$ cat config.mk
export PLATFORM = sky130hd
export DESIGN_NAME = video2ram
export DESIGN_NICKNAME = d
export VERILOG_FILES = /design/src/rtl/video2ram.sv
export SDC_FILE = /design/constraint.sdc
export NUM_CORES = 1
export LEC_CHECK = 0
export CORE_MARGIN = 2
export CORE_UTILIZATION = 45
export CTS_BUF_LIST = sky130_fd_sc_hd__clkbuf_4 sky130_fd_sc_hd__clkbuf_8
export DETAILED_ROUTE_END_ITERATION = 10
export PLACE_DENSITY = 0.68
export SYNTH_ARGS = -nofsm -noshare
export SYNTH_HDL_FRONTEND = slang
export SYNTH_SLANG_ARGS = --single-unit
$ cat constraint.sdc
create_clock -name clock -period 6.8 [get_ports clock]
set_clock_uncertainty 0.15 [all_clocks]
set_input_delay 1.36 -clock clock [delete_from_list [all_inputs] [get_ports clock]]
set_output_delay 1.36 -clock clock [all_outputs]
set_load 0.005 [all_outputs]
$ cat src/rtl/video2ram.sv
// video2ram: capture side of the line-buffer video path.
//
// Samples the Dreamcast digital video stream (24-bit RGB, active-low
// hsync/vsync), measures field geometry and writes the active picture into
// the shared 4-line x 1024-pixel dual-port line buffer. Once enough lines of
// a field are buffered, it raises starttrigger so the output side can start
// reading. It also publishes the detected source modes (240p line doubling,
// interlace add-line) to the output side.
//
// Ports:
//   clock         system clock
//   reset         synchronous, active-low reset
//   pixel_en      qualifies indata/hsync_n/vsync_n on this clock
//   indata[23:0]  RGB sample, [23:16]=R [15:8]=G [7:0]=B
//   hsync_n       horizontal sync, active-low
//   vsync_n       vertical sync, active-low
//   wraddr[11:0]  line-buffer write address {line[1:0], pixel[9:0]}
//   wrdata[23:0]  line-buffer write data
//   wren          line-buffer write strobe (one clock per active sample)
//   starttrigger  sticky "buffer primed" flag for the output side
//   line_doubler  1 = 240p source
//   add_line      1 = interlaced source
//   field_lines   line count of the last complete field
//
// Build option:
//   VIDEO2RAM_TESTPATTERN_EN  replaces the written pixel data with eight
//                             80-pixel vertical colour bars (indata ignored).

module video2ram #(
  parameter logic [10:0] H_ACTIVE_START    = 11'd128,
  parameter logic [10:0] H_ACTIVE_WIDTH    = 11'd640,
  parameter logic [10:0] V_ACTIVE_START    = 11'd36,
  parameter logic [10:0] V_ACTIVE_LINES    = 11'd480,
  parameter logic [1:0]  TRIGGER_LINES     = 2'd2,
  parameter logic [10:0] DOUBLER_THRESHOLD = 11'd400
) (
  input  logic        clock,
  input  logic        reset,
  input  logic        pixel_en,
  input  logic [23:0] indata,
  input  logic        hsync_n,
  input  logic        vsync_n,
  output logic [11:0] wraddr,
  output logic [23:0] wrdata,
  output logic        wren,
  output logic        starttrigger,
  output logic        line_doubler,
  output logic        add_line,
  output logic [10:0] field_lines
);

  typedef enum logic [1:0] {
    IDLE    = 2'd0,
    MEASURE = 2'd1,
    RUN     = 2'd2
  } state_t;

  state_t      state;

  // Input register stage and sync history
  logic [23:0] in_data;
  logic        in_hs;
  logic        in_vs;
  logic        prev_hs;
  logic        prev_vs;

  logic [10:0] hcount;
  logic [10:0] vcount;

  // Combinational next-position and decision logic
  logic        hs_fall;
  logic        vs_fall;
  logic [10:0] h_next;
  logic [10:0] v_next;
  logic [10:0] ly;
  logic [9:0]  px;
  logic        active;
  logic        sync_lost;
  logic [10:0] meas_lines;
  logic [10:0] line_diff;
  logic        new_doubler;
  logic        new_add_line;
  logic [23:0] pix_data;

  logic [11:0] h_end;
  logic [11:0] v_end;

  assign h_end = {1'b0, H_ACTIVE_START} + {1'b0, H_ACTIVE_WIDTH};
  assign v_end = {1'b0, V_ACTIVE_START} + {1'b0, V_ACTIVE_LINES};

`ifdef VIDEO2RAM_TESTPATTERN_EN
  // Bars are 80 pixels wide so that eight of them span a 640-pixel line.
  function automatic logic [23:0] bar_colour(input logic [9:0] p);
    if      (p < 10'd80)  return 24'hFFFFFF;  // white
    else if (p < 10'd160) return 24'hFFFF00;  // yellow
    else if (p < 10'd240) return 24'h00FFFF;  // cyan
    else if (p < 10'd320) return 24'h00FF00;  // green
    else if (p < 10'd400) return 24'hFF00FF;  // magenta
    else if (p < 10'd480) return 24'hFF0000;  // red
    else if (p < 10'd560) return 24'h0000FF;  // blue
    else                  return 24'h000000;  // black
  endfunction
`endif

  always_comb begin
    hs_fall = prev_hs & ~in_hs;
    vs_fall = prev_vs & ~in_vs;

    // Position of the sample currently held in the input register.
    // A vsync edge wins over a simultaneous hsync edge.
    h_next = hcount;
    v_next = vcount;
    if (vs_fall) begin
      h_next = '0;
      v_next = '0;
    end else if (hs_fall) begin
      h_next = '0;
      v_next = (vcount == '1) ? vcount : vcount + 11'd1;
    end else begin
      h_next = (hcount == '1) ? hcount : hcount + 11'd1;
    end

    ly = v_next - V_ACTIVE_START;
    px = h_next[9:0] - H_ACTIVE_START[9:0];

    active = ({1'b0, v_next} >= {1'b0, V_ACTIVE_START}) && ({1'b0, v_next} < v_end) &&
             ({1'b0, h_next} >= {1'b0, H_ACTIVE_START}) && ({1'b0, h_next} < h_end);

    sync_lost = (v_next == '1);

    // vcount at the vsync edge counts hsync edges since the previous vsync,
    // which is one less than the number of lines in the field.
    meas_lines   = vcount + 11'd1;
    line_diff    = (meas_lines > field_lines) ? (meas_lines - field_lines)
                                              : (field_lines - meas_lines);
    new_doubler  = (meas_lines < DOUBLER_THRESHOLD);
    new_add_line = (line_diff == 11'd1);

`ifdef VIDEO2RAM_TESTPATTERN_EN
    pix_data = bar_colour(px);
`else
    pix_data = in_data;
`endif
  end

  always_ff @(posedge clock) begin
    if (!reset) begin
      state        <= IDLE;
      in_data      <= '0;
      in_hs        <= 1'b1;
      in_vs        <= 1'b1;
      prev_hs      <= 1'b1;
      prev_vs      <= 1'b1;
      hcount       <= '0;
      vcount       <= '0;
      wraddr       <= '0;
      wrdata       <= '0;
      wren         <= 1'b0;
      starttrigger <= 1'b0;
      line_doubler <= 1'b0;
      add_line     <= 1'b0;
      field_lines  <= '0;
    end else begin
      wren <= 1'b0;
      if (pixel_en) begin
        in_data <= indata;
        in_hs   <= hsync_n;
        in_vs   <= vsync_n;
        prev_hs <= in_hs;
        prev_vs <= in_vs;
        hcount  <= h_next;
        vcount  <= v_next;

        if (sync_lost) begin
          state        <= IDLE;
          starttrigger <= 1'b0;
          line_doubler <= 1'b0;
          add_line     <= 1'b0;
        end else begin
          case (state)
            IDLE: begin
              if (vs_fall) state <= MEASURE;
            end
            MEASURE: begin
              if (vs_fall) begin
                field_lines  <= meas_lines;
                line_doubler <= new_doubler;
                add_line     <= new_add_line;
                state        <= RUN;
              end
            end
            RUN: begin
              if (active) begin
                wren   <= 1'b1;
                wraddr <= {ly[1:0], px};
                wrdata <= pix_data;
                if (ly == {9'd0, TRIGGER_LINES}) starttrigger <= 1'b1;
              end
              // A mode change drops back to measuring; this overrides any
              // trigger set above in the same cycle.
              if (vs_fall) begin
                field_lines <= meas_lines;
                if ((new_doubler != line_doubler) || (new_add_line != add_line)) begin
                  line_doubler <= new_doubler;
                  add_line     <= new_add_line;
                  starttrigger <= 1'b0;
                  state        <= MEASURE;
                end
              end
            end
            default: state <= IDLE;
          endcase
        end
      end
    end
  end

endmodule

# == Word-level counts from Yosys, hierarchy flattened ==
# Index checks and enable logic that the tools add are counted.
# classes
addsub,6
multipliers,0
div,0
order_cmp,6
n_eq_ne,13
n_shift,0
muxes,30
n_bitwise,8
n_reduce_logical,14
# ops
op,n
$mux 11,7
$eq 11x11->1 const B,3
$add 11x1->11 const B,2
$lt 11x10->1 const B,2
$sub 11x11->11,2
$mux 1,15
$ne 3x3->1 const B,4
$eq 11x1->1 const B,1
$eq 11x2->1 const B,1
$ge 11x6->1 const B,1
$ge 11x8->1 const B,1
$gt 11x11->1,1
$lt 11x9->1 const B,1
$sub 11x6->11 const B,1
$mux 2,5
$reduce_and 5->1,2
$sub 10x8->10 const B,1
$reduce_and 4->1,2
$not 1->1,6
$pmux 2 s3,1
$pmux 1 s2,2
$reduce_or 4->1,1
$logic_and 1x1->1,3
$reduce_bool 3->1,1
other kinds (9),11
# totals
register_bits,103
latch_bits,0
ramBits,0
romBits,0
in_bits,29
n_memories,0

# == Longest topological paths before layout ==
# depth
word_depth,13
ltp_mapped,17

# == Worst setup path before layout ==
# Ideal clock, no wire load.
# synth_path
path_type,reg-to-reg
startpoint,register vcount[1]
endpoint,register starttrigger
t_arrival_ps,3822
slack_ps,2709
path_stages_with_launch,18
path_buffers,1
synth_period_minus_slack_ps,4091
cell_sequence,dfxtp_1 > ha_1 > nand2_1 > nor2_1 > xnor2_1 > inv_1 > ha_1 > buf_4 > nand2_1 > or3_4 > o21ai_2 > o31a_2 > nand3_1 > a222oi_1 > nand4_2 > or4_1 > a31oi_1 > nor3b_1
# synth_via
elab_chain_cells,13
elab_cells_between_ends,30
cone_classes,4 x add/sub; 4 x order compare; 6 x eq/ne; 10 x mux; 6 x reduce/logical
# synth_lines
element,line_no,rtl
"start, declared",68,logic [10:0] vcount;
"start signal, assigned",172,vcount <= v_next;
$add 11x1->11 (*),133,meas_lines = vcount + 11'd1;
via meas_lines[6],79,logic [10:0] meas_lines;
branches (longest 12 deep; another with $sub 11x6->11),--,
"end signal, assigned",176,starttrigger <= 1'b0;
"end signal, assigned",197,"if (ly == {9'd0, TRIGGER_LINES}) starttrigger <= 1'b1;"
"end signal, assigned",206,starttrigger <= 1'b0;
"end, declared",46,"output logic starttrigger,"
# Mark *: on every way through the listed nets, which the timed path passes. The select of a mux whose other input is x is not followed.
# A chain may end at the register's enable or synchronous reset.

# == Final worst setup path ==
# layout_path
startpoint,register vcount[0]
endpoint,register line_doubler
# layout_via
elab_chain_cells,8
elab_cells_between_ends,25
cone_classes,3 x add/sub; 2 x order compare; 8 x eq/ne; 9 x mux; 3 x reduce/logical
# layout_lines
element,line_no,rtl
$add 11x1->11 (*),133,
via meas_lines[6],79,
$sub 11x11->11 (tied with other cells),135,: (field_lines - meas_lines);
$mux 11,134,line_diff = (meas_lines > field_lines) ? (meas_lines - field_lines)
$eq 11x1->1,137,new_add_line = (line_diff == 11'd1);
$ne 1x1->1,203,if ((new_doubler != line_doubler) || (new_add_line != add_line)) begin
$logic_or 1x1->1,203,
$ne 3x3->1 (no source line),--,
$reduce_and 5->1 (no source line),--,
"end signal, assigned",187,line_doubler <= new_doubler;
"end signal, assigned",204,line_doubler <= new_doubler;
"end, declared",47,"output logic line_doubler,"
# Mark *: on every way through the listed nets, which the timed path passes. The rest lies on a longest branch. The select of a mux whose other input is x is not followed.

==> results.yml <==
status:
  status: "finished clean"
clocking:
  postCtsSetupBuffers: 0
  clk_pin_slew_ns: 0.11
  numCtsBuffers: 9
  cts_resized: 0
  numClockSinks: 103
  clk_latency_ns: 0.39
  clockBufferDepth: 2
  ctsHoldBuffers: 0
  h-tree-depth: 3
  cts_root_buffer: "clkbuf_8"
  cts_tree: "yes"
sta:
  finalSetupViolations: 0
  worst_slack_ns: 1.87
  worst_pin_slew_ns: 1.07
  maxSlewHeadroom_pct: 28.5
  rsz0062_at_grt: "false"
  fin_crit_ns: 4.93
  drv_slew: 0
  fin_tns_setup_ns: 0
  post-route-period-util_pct: 72.5
  hold_violations: 0
  max_freq_ghz: 0.203
yosys:
  synth_edf_count: 0
  synthArstFlopShare_pct: 0
  yosysWarningCount: 0
  synth_area_mm2: 0.00629
  ys.flop_type: "dfxtp_1"
  syn_area_per_cell_um2: 8.89
  synth_area_leaders: "dfxtp_1 33%, mux2i_1 12%, nor2b_1 8.1%"
  yosysTopAreaCell: "dfxtp_1"
  syn_inst: 708
  synth_cell_type_count: 75
  synth_top_area_share_pct: 32.8
  synth_fp_nets: 766
  ys_seq_elements: 103
  ys_seq_area_share_pct: 32.8
worst_setup_path:
  regToRegEndpoint: "line_doubler"
  arrival_ns: 5.10
  end_kind: "flip-flop"
  critical_path_class: "flip-flop to flip-flop"
  critPathRequiredTime_ns: 6.97
  rrSetupSlack_ns: 1.87
  critPathTopFamily: "compound AO/OA/AOI/OAI gates"
  reg2reg_depth: 16
  crit_buf_inv: 1
  crit_slowest_cell: "dfxtp_1"
  max_stage_delay_ns: 0.55
  start_kind: "flip-flop"
  rr_startpoint: "vcount[0]"
  cp_max_fo: 10
  path_cells: "ha_1, nand2_1, nor2_1, xnor2_1, inv_1, ha_1, nand2_1, o21ai_0, a31oi_1, o31ai_2, nand3_1, a222oi_1, and4_1, a31oi_1, nor3_2, mux2i_1"
layout:
  num_antenna_cells: 0
  nets: 810
  regArea_mm2: 0.00206
  fillers: 1340
  mostFrequentLayoutCell: "dfxtp_1"
  areaGrowthSynthToFinish_pct: 14.9
  drive_gt1_share_pct: 5.81
  final_cell_mix: "103 x dfxtp_1, 81 x nor2b_1, 77 x clkdlybuf4s50_1"
  multiInputGateArea_mm2: 0.00383
floorplanning:
  rows: 43
  fp.dieH_um: 122
  die_w_um: 122
  ios: 80
  initial_core_util_pct: 45.7
  dieArea_mm2: 0.0149
  core_region_area_mm2: 0.0138
power_and_ir_drop:
  p_per_area_mw_per_mm2: 165
  max-vdd-ir-drop_mv: 0.180
  p_leak_nw: 2.83
drt:
  drcViolationCount: 0
  ant_nets: 0
  wl_um: 14700
  detail_route.wl_per_cell_um: 15.7
  dr.pass1.iters: 5
  vias: 5144
  drt_iter0_markers: 305
  drt-vias-per-instance: 5.49
placed_design:
  port_buffers: 79
  gp_congestion: 0.911
  hpwl_um: 10500
  place_ws_ns: 1.93
job:
  cap_violations: 0
min_path:
  hold_start: "wraddr[0]"
  min_to: "wraddr[0]"
  hp-class: "flip-flop to flip-flop"
  hold_depth: 2
global_routing:
  grt_overflow: 0
  antenna_found_initial: 0
  grt_max_degree: 109
  grt_pass1_wl_um: 24600
  grt_pass1_vias: 5023
  grt_util_all_layers_pct: 20.5
==> per-stage QoR <==
stage	power [mW]	hold slack [ns]	utilization, %	instances	area [um^2]
final	1.19	0.323	52.5	937	7230
after floorplan	0.777	0.308	-	708	6290
after detailed placement	0.826	0.318	51.1	921	7040
after global routing	1.26	0.351	52.5	937	7230
after CTS	1.21	0.330	52.5	937	7230
after global placement	0.823	0.307	51.1	921	7040
==> worst max path at each step <==
stage	cells past startpoint	startpoint	to
after floorplan	17	vcount[1]	starttrigger
after global placement	16	vcount[0]	starttrigger
after detailed placement	16	vcount[0]	line_doubler
after CTS	16	vcount[0]	line_doubler
after global routing	16	vcount[0]	state[1]
final	16	vcount[0]	line_doubler
==> worst min-delay path, stage by stage, from the launching register on <==
cell and delay, ns:
dfxtp_1 0.32, nand2b_1 0.06, a21boi_1 0.05
==> layer usage <==
| layer | vias up | global-route usage [%] | part of all wire (%) |
|---|---|---|---|
| met5 | - | 0 | 0 |
| met4 | 0 | 6.54 | 1.9 |
| met3 | 22 | 6.78 | 6.4 |
| met2 | 136 | 32.2 | 45 |
| met1 | 2400 | 26.7 | 47 |
| li1 | 2586 | - | - |
==> state kept, by name, indices dropped and copies added, names as in the netlist <==
| register | flops |
|---|---|
| state | 2 |
| starttrigger | 1 |
| add_line | 1 |
| vcount | 11 |
| wrdata | 24 |
| wren | 1 |
| prev_hs | 1 |
| wraddr | 12 |
| hcount | 11 |
| line_doubler | 1 |
| in_vs | 1 |
| prev_vs | 1 |
| in_data | 24 |
| field_lines | 11 |
| in_hs | 1 |
==> area by class of cell <==
class | count | area share [%]
Tap cell | 180 | 3.12
Inverter | 30 | 1.56
Multi-Input combinational cell | 525 | 53.0
Clock inverter | 6 | 0.692
Timing Repair Buffer | 83 | 11.2
Sequential cell | 103 | 28.5
Clock buffer | 10 | 1.90
==> cell usage after synthesis (all sizes together) (14+ instances only) <==
cell	n
nand3	28
xor2	15
nor2b	81
ha	27
inv	29
nor2	35
clkbuf	28
a21oi	32
mux2i	75
dfxtp	103
nand2	49
nor3	14
o211a	14
o21ai	17
xnor2	16
buf	22
==> cells by family (layout without fill, tap and decap cells) <==
logic type / count (synthesis) / count (layout) / synth area share (%)
adder cells (fa/ha/maj): 29 / 29 / 6.00
AND/OR/NAND/NOR: 262 / 262 / 23.8
buffers and inverters: 80 / 129 / 6.46
flip-flops: 103 / 103 / 32.8
multiplexers: 76 / 76 / 12.1
AO/OA/AOI/OAI: 127 / 127 / 14.6
XOR/XNOR: 31 / 31 / 4.31
==> power breakdown <==
group	leakage, nW	internal, mW	switching, mW
Combinational	1.90	0.0846	0.103
Sequential	0.836	0.616	0.0102
Clock	0.0952	0.148	0.231
Total	2.83	0.849	0.344
Note: power is estimated with default switching activity, not from simulation.
